File: src/rtl/service_mode_arbiter_if.sv
// Bundle between the service arbiter and its surroundings: raw switches and buttons,
// service display buses, and the grant/display outputs.
interface service_mode_arbiter_if;
  logic [3:0]  spdt_service;
  logic [4:0]  push;
  logic [3:0]  finish;
  logic [63:0] num_bus;
  logic [15:0] sel_bus;
  logic [15:0] current_time;
  logic [3:0]  svc_en;
  logic [4:0]  push_pulse;
  logic [15:0] disp_num;
  logic [3:0]  disp_sel;
  logic [3:0]  spdt_led;
  logic        err;

  modport slave (
    input  spdt_service, push, finish, num_bus, sel_bus, current_time,
    output svc_en, push_pulse, disp_num, disp_sel, spdt_led, err
  );

  modport master (
    output spdt_service, push, finish, num_bus, sel_bus, current_time,
    input  svc_en, push_pulse, disp_num, disp_sel, spdt_led, err
  );
endinterface

File: src/rtl/service_mode_arbiter.sv
// Grants the shared display and buttons to exactly one service, selected by debounced
// SPDT switches, with finish handshake, display hold and break-before-make hand-over.
module service_mode_arbiter #(
  parameter int unsigned STABLE_CYCLES = 3,
  parameter logic [3:0]  ERR_DIGIT     = 4'hE
) (
  input  logic                  clk,
  input  logic                  resetn,
  service_mode_arbiter_if.slave bus
);

  localparam logic [1:0] S_IDLE = 2'd0;
  localparam logic [1:0] S_RUN  = 2'd1;
  localparam logic [1:0] S_DONE = 2'd2;
  localparam logic [1:0] S_ERR  = 2'd3;

  localparam logic [3:0] CNT_LOAD = 4'(STABLE_CYCLES - 1);

  function automatic logic [3:0] idx_to_onehot(input logic [1:0] idx);
    return 4'b0001 << idx;
  endfunction

  function automatic logic is_onehot(input logic [3:0] v);
    return (v != 4'b0000) && ((v & (v - 4'd1)) == 4'b0000);
  endfunction

  function automatic logic [1:0] onehot_to_idx(input logic [3:0] v);
    logic [1:0] idx;
    case (v)
      4'b1000: idx = 2'd3;
      4'b0100: idx = 2'd2;
      4'b0010: idx = 2'd1;
      default: idx = 2'd0;
    endcase
    return idx;
  endfunction

  logic [3:0]  sample_q, cnt_q, cnt_d, sw_q, sw_d;
  logic [1:0]  state_q, state_d, owner_q, owner_d;
  logic [15:0] hold_q, hold_d;
  logic [4:0]  push_q, push_edge_s;
  logic [15:0] owner_num_s;
  logic [3:0]  owner_sel_s;

  logic [3:0]  svc_en_q, svc_en_d;
  logic [4:0]  push_pulse_q, push_pulse_d;
  logic [15:0] disp_num_q, disp_num_d;
  logic [3:0]  disp_sel_q, disp_sel_d;
  logic        err_q, err_d;

  assign owner_num_s = bus.num_bus[{owner_q, 4'b0000} +: 16];
  assign owner_sel_s = bus.sel_bus[{owner_q, 2'b00} +: 4];
  assign push_edge_s = bus.push & ~push_q;

  // Switch filter: a pattern is accepted once it has been seen unchanged long enough.
  always_comb begin
    cnt_d = cnt_q;
    sw_d  = sw_q;
    if (bus.spdt_service != sample_q) begin
      cnt_d = 4'd0;
    end else if (cnt_q != 4'hF) begin
      cnt_d = cnt_q + 4'd1;
    end else begin
      cnt_d = cnt_q;
    end
    if (cnt_d == CNT_LOAD) begin
      sw_d = bus.spdt_service;
    end else begin
      sw_d = sw_q;
    end
  end

  // Mode FSM; a switch change in RUN always beats a same-cycle finish.
  always_comb begin
    state_d = state_q;
    owner_d = owner_q;
    hold_d  = hold_q;
    case (state_q)
      S_IDLE: begin
        if (is_onehot(sw_q)) begin
          state_d = S_RUN;
          owner_d = onehot_to_idx(sw_q);
        end else if (sw_q != 4'b0000) begin
          state_d = S_ERR;
        end else begin
          state_d = S_IDLE;
        end
      end
      S_RUN: begin
        if (sw_q != idx_to_onehot(owner_q)) begin
          state_d = S_IDLE;
        end else if (bus.finish[owner_q]) begin
          state_d = S_DONE;
          hold_d  = owner_num_s;
        end else begin
          state_d = S_RUN;
        end
      end
      S_DONE, S_ERR: begin
        if (sw_q == 4'b0000) begin
          state_d = S_IDLE;
        end else begin
          state_d = state_q;
        end
      end
      default: state_d = S_IDLE;
    endcase
  end

  // Output next-values, derived from the current state.
  always_comb begin
    svc_en_d     = 4'b0000;
    push_pulse_d = 5'b00000;
    disp_sel_d   = 4'b0000;
    err_d        = 1'b0;
    disp_num_d   = 16'h0000;
    case (state_q)
      S_IDLE: disp_num_d = bus.current_time;
      S_RUN: begin
        svc_en_d     = idx_to_onehot(owner_q);
        push_pulse_d = push_edge_s;
        disp_num_d   = owner_num_s;
        if (owner_q[1]) begin
          disp_sel_d = owner_sel_s;
        end else begin
          disp_sel_d = 4'b0000;
        end
      end
      S_DONE: disp_num_d = hold_q;
      S_ERR: begin
        disp_num_d = {4{ERR_DIGIT}};
        err_d      = 1'b1;
      end
      default: disp_num_d = 16'h0000;
    endcase
  end

  // State, filter and button history registers.
  always_ff @(posedge clk or negedge resetn) begin
    if (!resetn) begin
      sample_q <= 4'b0000;
      cnt_q    <= 4'd0;
      sw_q     <= 4'b0000;
      state_q  <= S_IDLE;
      owner_q  <= 2'd0;
      hold_q   <= 16'h0000;
      push_q   <= 5'b00000;
    end else begin
      sample_q <= bus.spdt_service;
      cnt_q    <= cnt_d;
      sw_q     <= sw_d;
      state_q  <= state_d;
      owner_q  <= owner_d;
      hold_q   <= hold_d;
      push_q   <= bus.push;
    end
  end

  // Registered outputs.
  always_ff @(posedge clk or negedge resetn) begin
    if (!resetn) begin
      svc_en_q     <= 4'b0000;
      push_pulse_q <= 5'b00000;
      disp_num_q   <= 16'h0000;
      disp_sel_q   <= 4'b0000;
      err_q        <= 1'b0;
    end else begin
      svc_en_q     <= svc_en_d;
      push_pulse_q <= push_pulse_d;
      disp_num_q   <= disp_num_d;
      disp_sel_q   <= disp_sel_d;
      err_q        <= err_d;
    end
  end

  assign bus.svc_en     = svc_en_q;
  assign bus.spdt_led   = svc_en_q;
  assign bus.push_pulse = push_pulse_q;
  assign bus.disp_num   = disp_num_q;
  assign bus.disp_sel   = disp_sel_q;
  assign bus.err        = err_q;

endmodule

File: src/flat_wrapper.sv
// flat-port wrapper written by rule: the top's interface ports become plain ports
module service_mode_arbiter_flat 
#(
  parameter int unsigned STABLE_CYCLES = 3,
  parameter logic [3:0]  ERR_DIGIT     = 4'hE
)
  (clk, resetn, bus_spdt_service, bus_push, bus_finish, bus_num_bus, bus_sel_bus, bus_current_time, bus_svc_en, bus_push_pulse, bus_disp_num, bus_disp_sel, bus_spdt_led, bus_err);
  service_mode_arbiter_if bus_i ();
  input  logic clk;
  input  logic resetn;
  input wire logic [$bits(bus_i.spdt_service)-1:0] bus_spdt_service;
  input wire logic [$bits(bus_i.push)-1:0] bus_push;
  input wire logic [$bits(bus_i.finish)-1:0] bus_finish;
  input wire logic [$bits(bus_i.num_bus)-1:0] bus_num_bus;
  input wire logic [$bits(bus_i.sel_bus)-1:0] bus_sel_bus;
  input wire logic [$bits(bus_i.current_time)-1:0] bus_current_time;
  output wire logic [$bits(bus_i.svc_en)-1:0] bus_svc_en;
  output wire logic [$bits(bus_i.push_pulse)-1:0] bus_push_pulse;
  output wire logic [$bits(bus_i.disp_num)-1:0] bus_disp_num;
  output wire logic [$bits(bus_i.disp_sel)-1:0] bus_disp_sel;
  output wire logic [$bits(bus_i.spdt_led)-1:0] bus_spdt_led;
  output wire logic [$bits(bus_i.err)-1:0] bus_err;
  assign bus_i.spdt_service = bus_spdt_service;
  assign bus_i.push = bus_push;
  assign bus_i.finish = bus_finish;
  assign bus_i.num_bus = bus_num_bus;
  assign bus_i.sel_bus = bus_sel_bus;
  assign bus_i.current_time = bus_current_time;
  assign bus_svc_en = bus_i.svc_en;
  assign bus_push_pulse = bus_i.push_pulse;
  assign bus_disp_num = bus_i.disp_num;
  assign bus_disp_sel = bus_i.disp_sel;
  assign bus_spdt_led = bus_i.spdt_led;
  assign bus_err = bus_i.err;
  service_mode_arbiter #(.STABLE_CYCLES(STABLE_CYCLES), .ERR_DIGIT(ERR_DIGIT)) u_core (.clk(clk), .resetn(resetn), .bus(bus_i));
endmodule
File: config.mk
export PLATFORM = sky130hd
export DESIGN_NAME = service_mode_arbiter_flat
export DESIGN_NICKNAME = d
export VERILOG_FILES = /design/src/rtl/service_mode_arbiter_if.sv /design/src/rtl/service_mode_arbiter.sv /design/src/flat_wrapper.sv
export SDC_FILE = /design/constraint.sdc
export NUM_CORES = 1
export LEC_CHECK = 0
export CAP_MARGIN = 20
export CORE_ASPECT_RATIO = 0.8
export CORE_MARGIN = 2
export CORE_UTILIZATION = 46
export DETAILED_ROUTE_END_ITERATION = 8
export PLACE_DENSITY = 0.84
export SYNTH_ARGS = -nofsm -noshare
export SYNTH_HDL_FRONTEND = slang
export SYNTH_SLANG_ARGS = --single-unit
File: constraint.sdc
create_clock -name clk -period 5.82 [get_ports clk]
set_input_delay 0.582 -clock clk [delete_from_list [all_inputs] [get_ports clk]]
set_output_delay 0.582 -clock clk [all_outputs]
set_load 0.005 [all_outputs]
==> summary.md, run 1 <==
| Metric | Value |
|---|---|
| Outcome | complete, no violations |
| Boundary Pins | around 150 |
| Area leader, netlist | dfrtp_1 |
| Hold buffers post-CTS | 0 |
| Drt pass-1 iters | 4 |
| Die area | slightly below 8000 sq um |
| Via count | around 2500 |
| Wire per inst | ~17 um |
| Total GRT Usage | between 20% and 30% |
| Final count of pins violating max slew | 0 |
| Post-CTS repair timing setup buffer count | 0 |
| Placed Area | 4660 sq um |
| Syn nets | between 300 and 400 |
| Vias in the first global route | roughly 2700 |
| CTS tree | yes |
| Setup total negative slack | 0 ns |
| Die W | ~99 um |
| PnR worst setup slack | 2.36 ns |
| Post-route cell area | between 4000 and 5000 sq um |
| Pin count of the biggest net entering global routing | about 70 |
| R2R setup slack | around 2.4 ns |
| Post-Route M1 WL | about 3400 um |
| Comb pwr share | about 33% |
| Initial antenna violation count | 0 |
| Clock period minus worst slack | around 3.5 ns |
| CTS Buf Count | 9 |
| Worst Path Arrival | around 3.7 ns |
| Vias/cell | about 5.4 |
| Clk Latency, worst-skew pair | 0.34 ns |
| Core region area | 6930 sq um |
| Placement row count | 27 |
| Max clock buf depth | 2 |
| Yosys cell types | 40 |
| Final #Nets | 484 |
| Post-Place Setup Slack | about 2.3 ns |
| Startpoint types | register |
| Final hold vios | 0 |
| Largest fanout on the critical path | 22 |
| Flop pwr share | 42.9% |
| HPWL after detailed placement | about 5600 um |
| Synthesis-to-layout area growth | 47.4% |
| Starting Density | 47.6% |
| Final Util | a little over two thirds |
| CP Capture Type | register |
| Final Cycle Share | a little under 60% |
| Worst IR Drop VDD | between 150 and 200 uV |
| Number of I/O port buffers | roughly 140 |
| Gpl congestion | between 0.7 and 0.8 |
| Total gr overflow | 0 |
| MaxCap Viol Count | 0 |
| Uppermost routed layer | met4 |
| RSZ-0062 raised after global routing | false |
| Sequential area share after synthesis | between 50% and 60% |
| Sw power | 482 uW |
| Internal power | approximately 1100 uW |
| Met3 WL post-DR | 528 um |
| Post-Synthesis Cells | ~240 |
| Antenna cell count | 0 |
| Post-Route WL | 7940 um |
| Clock share of power | 24.0% |
| Worst Skew | slightly below 0.009 ns |
| Top post-synthesis cells by area | dfrtp_1 (51%), mux4_2 (11%), mux2_2 (8.2%) |
| Worst-path clk slew | 0.08 ns |
| Root buffer cell | clkbuf_8 |
| HP Class | register to register |
| Max Fclk | 289 MHz |
| Chip height | between 70 and 80 um |
| Setup Crit Path Kind | register to register |
| Cell area after synthesis | around 3300 sq um |
| Cell area power density | around 330 nW/um^2 |
| First-pass GRT wire length | about 13000 um |
| YS warnings | 0 |
| Leakage Power | 0.00199 uW |
| Syn_area_per_cell | 13.5 sq um |
| Sw Ratio | 29.9% |
| Detail Route met2 WL | just under 4000 um |
| Critical Path RT | roughly 6 ns |
| Synth top area share | about half |
| Worst slew pin tran | around 1.1 ns |
| Endpoints failing setup | 0 |
| Share of cells above drive strength 1 | around a fifth |
| CTS sink count | 67 |
| # H-tree levels | 3 |
| DRC | 0 |
| Synth Register Bits | 67 |
| Cts repair resizes | 0 |
| Antenna Nets Post-Route | 0 |
| Rel. slew slack | between 20% and 30% |
| First DRT Iteration DRCs | 86 |
flip-flops by register name (all words and copies together), names as in the netlist:
register               cells
u_core.bus.disp_num       16
u_core.sample_q            4
u_core.hold_q             16
u_core.bus.push_pulse      5
u_core.sw_q                4
u_core.bus.err             1
u_core.cnt_q               4
u_core.push_q              5
u_core.owner_q             2
u_core.bus.disp_sel        4
u_core.state_q             2
u_core.bus.spdt_led        4
routing by layer:
layer | up-vias | global-route usage (%)
met5 | - | 0
met2 | 106 | 37.0
li1 | 1162 | -
met4 | 0 | 4.11
met3 | 2 | 6.74
met1 | 1235 | 27.0
power groups by stage:
stage               clock network (uW)  registers (uW)  logic [uW]
floorplan                            0             617         400
global placement                     0             693         523
detailed placement                   0             702         537
CTS                                394             693         539
global route                       416             713         575
finish                             387             691         532
area by class of cell:
class	count	area, sq um
Fill cell	503	2060
Sequential cell	67	1680
Multi-Input combinational cell	156	1500
Timing Repair Buffer	138	1370
Clock buffer	9	124
Tap cell	87	109
Clock inverter	7	77.6
worst paths after layout:
kind / cells past startpoint / endpoint / startpoint
max: 4 / u_core.hold_q[2] / u_core.state_q[0]
min: 1 / u_core.bus.push_pulse[2] / u_core.push_q[2]
max reg2reg: 4 / u_core.hold_q[2] / u_core.state_q[0]
min reg2reg: 1 / u_core.bus.push_pulse[2] / u_core.push_q[2]
max in group asynchronous: 2 / u_core.owner_q[0] / resetn
min in group asynchronous: 2 / u_core.sample_q[2] / resetn
cell usage after synthesis (all sizes together):
cell type and n:
a211oi 2, a21o 1, a21oi 5, a221o 1, a31oi 1, and2 2
and3 1, and3b 1, buf 13, clkbuf 8, dfrtp 67, ha 1
mux2 33, mux2i 12, mux4 16, nand2 6, nand2b 5, nand3 2
nand4 1, nor2 16, nor2b 1, nor3 4, nor3b 7, nor4 4
nor4bb 1, o21ai 8, o21ba 1, o21bai 2, o22a 13, o311ai 2
o31ai 1, or2 1, xnor2 5
cell families after synthesis:
kind of cell               Yosys count  synth area share [%]
and+or+nand+nor                     52                  8.50
buffers and inverters               21                  3.60
adders and majority gates            1                 0.379
AOI/OAI and AO/OA                   37                  8.50
DFF                                 67                  50.8
muxes                               61                  26.9
xor gates and xnor gates             5                  1.33
critical path, cell delays in order (launching register included):
cell and delay (ns):
dfrtp_1 0.84, nand2b_1 0.66, a221o_1 0.52, a211oi_4 0.90, mux2_2 0.42
placed cells by master, fill, tap and decap left out, types with 2 or more instances in the layout:
cell / instances
a21oi_1: 5
and2_1: 2
buf_4: 2
clkbuf_8: 9
clkdlybuf4s50_1: 135
clkinv_4: 3
dfrtp_1: 66
mux2_2: 24
mux2_4: 9
mux2i_1: 12
mux4_2: 16
nand2_1: 6
nand2b_1: 5
nand3_1: 2
nor2_1: 15
nor3_1: 4
nor3b_1: 7
nor4_1: 4
o21ai_0: 8
o21bai_1: 2
o22a_1: 13
o311ai_0: 2
xnor2_1: 5
metrics by stage:
stage	std cells	hold slack [ns]	power, uW
after floorplan	244	0.286	1020
after global placement	448	0.387	1220
after detailed placement	448	0.389	1240
after CTS	464	0.401	1630
after global routing	464	0.418	1700
final	464	0.406	1610
Note: power is estimated with default switching activity, not from simulation.
==> inputs of run 2 (changes only) <==
- CORE_UTILIZATION: 46 -> 42
- PLACE_DENSITY: 0.84 -> 0.77
- clock period: 5.82 -> 3.25 ns (I/O delays scaled with it)
==> summary.md, run 2 (same netlist as run 1, synthesis figures left out) <==
| Metric | Value |
|---|---|
| Worst IR Drop VDD | 246 uV (+50%) |
| Post-CTS repair timing setup buffer count | 0 (unchanged) |
| Final Cycle Share | 73.6% (+14 points) |
| Clock period minus worst slack | 2.39 ns (-1.07 ns) |
| Die area | 8580 sq um (+9.1%) |
| Initial antenna violation count | 0 (unchanged) |
| CP Capture Type | register |
| Setup total negative slack | 0 ns (unchanged) |
| Worst-path clk slew | 0.07 ns (about the same) |
| Final count of pins violating max slew | 0 (unchanged) |
| Worst Skew | 0.00970 ns (+0.000982 ns) |
| Critical Path Max Stage Delay | 0.67 ns (-0.23 ns) |
| Share of cells above drive strength 1 | 20.4% (+1.1 points) |
| First-pass GRT wire length | 12800 um (-2.2%) |
| Outcome | complete, no violations |
| Fin cells | 487 (+5.0%) |
| Startpoint types | register |
| Worst Setup SP | u_core.owner_q[1] |
| Max clock buf depth | 2 (unchanged) |
| MaxCap Viol Count | 0 (unchanged) |
| Pin count of the biggest net entering global routing | 35 (-49%) |
| Total gr overflow | 0 (unchanged) |
| Wire per inst | 16.5 um (-3.6%) |
| Placement row count | 28 (+3.7%) |
| Hold buffers post-CTS | 0 (unchanged) |
| DRC | 0 (unchanged) |
| Reg2reg end | u_core.hold_q[4] |
| Vias/cell | 5.16 (-4.3%) |
| Worst Path Arrival | 2.61 ns (-1.08 ns) |
| HPWL after detailed placement | 5920 um (+5.7%) |
| Final hold vios | 0 (unchanged) |
| Cts repair resizes | 0 (unchanged) |
| Most frequent cells in the layout | clkdlybuf4s50_1 (135), dfrtp_1 (66), mux2_2 (24), mux4_2 (16), nor2_1 (15) |
| Vias in the first global route | 2623 (-1.9%) |
| Endpoints failing setup | 0 (unchanged) |
| Leakage Power | 0.00202 uW (+1.5%) |
| HP Class | input pin to asynchronous set/reset pin |
| Rel. slew slack | 47.9% (+21 points) |
| CP Cell Sequence | nand2b_1 -> a221o_1 -> a211oi_4 -> buf_4 -> mux2_2 |
| R2R setup slack | 0.86 ns (-1.50 ns) |
| CTS sink count | 67 (unchanged) |
| FF-to-FF Start | u_core.owner_q[1] |
| Cell area power density | 590 nW/um^2 (+78%) |
| CTS Buf Count | 9 (unchanged) |
| Boundary Pins | 145 (unchanged) |
| Core region area | 7500 sq um (+8.3%) |
| Post-Route WL | 8030 um (+1.2%) |
| Root buffer cell | clkbuf_8 |
| Power Total | 2900 uW (+80%) |
| Cell Count Post-Placement | 471 (+5.1%) |
| PnR worst setup slack | 0.856 ns (-1.50 ns) |
| Number of I/O port buffers | 136 (unchanged) |
| Starting Density | 44.0% (-3.6 points) |
| Commonest non-fill, non-tap cell in the layout | clkdlybuf4s50_1 |
| Clk Latency, worst-skew pair | 0.34 ns (about the same) |
| Antenna Nets Post-Route | 0 (unchanged) |
| Gpl congestion | 0.771 (+8.9%) |
| Via count | 2515 (+0.40%) |
| Final #Nets | 489 (+1.0%) |
| Critical Path RT | 3.47 ns (-2.57 ns) |
| Die W | 103 um (+4.5%) |
| Total GRT Usage | 19.6% (-1.8 points) |
| Slowest stage cell, crit path | dfrtp_1 |
| # H-tree levels | 3 (unchanged) |
| Chip height | 83.3 um (+4.4%) |
| CTS tree | yes |
| Setup Crit Path Kind | register to register |
| Post-route cell area | 4920 sq um (+1.2%) |
| Post-Place Setup Slack | 0.749 ns (-1.54 ns) |
| Worst slew pin tran | 0.782 ns (-0.307 ns) |
| First DRT Iteration DRCs | 155 (+80%) |
| Synthesis-to-layout area growth | 49.2% |
| Largest fanout on the critical path | 19 (-14%) |
| Placed Area | 4720 sq um (+1.3%) |
| Max Fclk | 418 MHz (+45%) |
| R2r worst-path depth | 5 (+1) |
| RSZ-0062 raised after global routing | false |
| Crit path capture | u_core.hold_q[4] |
| Drt pass-1 iters | 4 (unchanged) |
| Antenna cell count | 0 (unchanged) |
run 2: changes by cell type in the layout (fill, tap and decap cells not counted), sizes merged:
cell	change
inv	+1
buf	+5
clkinvlp	-1
run 2: final cells by class:
type	instances	area (sq um)
fillers	619	2580
flip-flops and latches	67	1680
multi-input cells	156	1500
repair buffers	143	1410
well taps	105	131
clock buffers	9	124
clock inverters	7	75.1
run 2: worst min-delay path by stage:
stage                                           to  cells after the start
final                       u_core.bus.disp_sel[0]                      1
after detailed placement  u_core.bus.push_pulse[1]                      1
after floorplan             u_core.bus.disp_num[0]                      0
after CTS                 u_core.bus.push_pulse[3]                      1
after global routing              u_core.push_q[3]                      1
after global placement    u_core.bus.push_pulse[0]                      1
run 2: power by group:
part | internal, uW | switching [uW] | total [uW]
Clock | 359 | 331 | 690
Combinational | 664 | 384 | 1050
Sequential | 1010 | 152 | 1160
Total | 2040 | 867 | 2900
run 2: critical path: cells and delay by family (launching register included):
family | cells | cell delay, ns
multiplexers | 1 | 0.38
buffers and inverters | 1 | 0.32
flip-flops | 1 | 0.67
AO/OA/AOI/OAI | 2 | 0.61
AND/OR/NAND/NOR | 1 | 0.29
run 2: through the flow:
stage	hold slack [ns]	util [%]
floorplan	0.0294	-
global placement	0.388	63.0
detailed placement	0.398	63.0
CTS	0.0644	65.6
global route	0.0942	65.6
finish	0.0514	65.6
run 2: metal layers:
metal	track usage, %	routed length, um	vias to the layer above
li1	-	-	1171
met1	24.8	3460	1234
met2	31.8	3880	102
met3	6.65	614	8
met4	5.62	80	0
met5	0	0	-
==> variant, RTL diff (config.mk and constraints of run 1) <==
Make the reset (`resetn`) synchronous in 2 clocked blocks.
--- a/src/rtl/service_mode_arbiter.sv
+++ b/src/rtl/service_mode_arbiter.sv
@@ -136,7 +136,7 @@
   end
 
   // State, filter and button history registers.
-  always_ff @(posedge clk or negedge resetn) begin
+  always_ff @(posedge clk) begin
     if (!resetn) begin
       sample_q <= 4'b0000;
       cnt_q    <= 4'd0;
@@ -157,7 +157,7 @@
   end
 
   // Registered outputs.
-  always_ff @(posedge clk or negedge resetn) begin
+  always_ff @(posedge clk) begin
     if (!resetn) begin
       svc_en_q     <= 4'b0000;
       push_pulse_q <= 5'b00000;
Function: differs if resetn is asserted again (counterexample within 4 cycles, from zero or initial values and one cycle with resetn low); with resetn held inactive, the same outputs for 10 cycles.
==> variant against run 1 <==
Design area decreased by 3.4%. Sequential cell count unchanged. Count of clock-buffer cells in the layout up 1. Global-route usage down 0.11 points. Critical endpoint is now u_core.hold_q[11]$_SDFFE_PN0P_. Setup slack improved by 1100 ps. Routed wire length is 0.83% higher. Synthesized cell count is 27% higher. Hold slack lost 15 ps. Synthesized area fell by 4.2%. Highest routed layer unchanged. Clock skew shrank 2.6 ps. Core utilization rose by 2.0 points. Non-clock buffer count did not move.
Power is not compared: it rests on default switching activity, and its combinational part moved more than twofold at a synthesized area within 25%.
==> variant: results (changes against run 1) <==
* Status: finished, final reports clean (unchanged)
* Ratio of cells with drive above 1 in the final layout at 9.17% (was 19.4%)
* Gpl congestion at 0.824 (was 0.708)
* Placed Area at 4480 um^2 (was 4660 um^2)
* Proportion of synthesized area in mux cells at 23.9% (was 26.9%)
* DP HPWL at 5.90 mm (was 5.61 mm)
* Placed Cells at 505 (was 448)
* Signal buf overhead at 29.2% (was 28.2%)
* Area of the multi-input gates at 1640 um^2 (was 1500 um^2)
* Syn Std Cell Area at 3160 um^2 (was 3300 um^2)
* Count leader, synth: dfxtp_1 (was dfrtp_1)
* Synth Area in XOR/XNOR at 1.94% (was 1.33%)
* Wire length on met2 at 3.70 mm (was 3.93 mm)
* Routing usage on met1 at 27.0% (about the same)
* Clock tree cell share of total cell area at 4.58% (was 4.14%)
* Cells after Synth at 311 (was 244)
* Global-route wire length before repair at 12.8 mm (was 13.1 mm)
* Number of distinct library cells after synthesis at 42 (was 40)
* Routed wl met3 at 586 um (was 528 um)
* Post-Syn Nets at 423 (was 356)
* Ys async rst share at 0% (was 100%)
* Fillers at 491 (was 503)
* Largest net degree at the start of global routing at 58 (was 68)
* Post-detailed-route wirelength per cell at 15.4 um (was 17.1 um)
* Critical Path Max Stage Delay at 1000 ps (was 900 ps)
* Post-Place Worst Slack at 3540 ps (was 2280 ps)
* Top post-synthesis cells by count: dfxtp_1, nand2_1, mux2i_1, a21oi_1, o21ai_0 (was dfrtp_1, mux2_2, mux4_2, nor2_1, o22a_1)
* Non-clk invs at 7 (was 0)
* CP arrival at 2610 ps (was 3690 ps)
* DR iter-0 viols at 168 (was 86)
* Clk_skew at 6.10 ps (was 8.72 ps)
* Seq area share at 28.6% (was 34.5%)
* Dominant cells by area after synthesis: dfxtp_1, mux4_2, mux2i_1, nand2_1, a21oi_1 (was dfrtp_1, mux4_2, mux2_2, mux2_4, mux2i_1)
* CP max stage cell: dfxtp_1 (was a211oi_4)
* Number of global-route vias before repair at 2656 (was 2675)
[variant: cell types whose count changed after synthesis, sizes merged, moves of 7 or more]
cell / run 1 / this run
a21oi: 5 / 21
dfxtp: 0 / 67
o21ai: 8 / 18
and2: 2 / 9
mux2: 33 / 1
mux2i: 12 / 36
nand2: 6 / 37
o22a: 13 / 0
inv: 0 / 7
dfrtp: 67 / 0
[variant: final timing paths]
path | cells after the start | start | endpoint | slack (ps)
hold reg to reg | 1 | u_core.push_q[2]$_SDFF_PN0_ | u_core.bus.push_pulse[2]$_SDFF_PN0_ | 390
hold / removal | 1 | u_core.push_q[2]$_SDFF_PN0_ | u_core.bus.push_pulse[2]$_SDFF_PN0_ | 390
setup reg to reg | 5 | u_core.owner_q[1]$_SDFFE_PN0P_ | u_core.hold_q[11]$_SDFFE_PN0P_ | 3470
setup / recovery | 5 | u_core.owner_q[1]$_SDFFE_PN0P_ | u_core.hold_q[11]$_SDFFE_PN0P_ | 3470
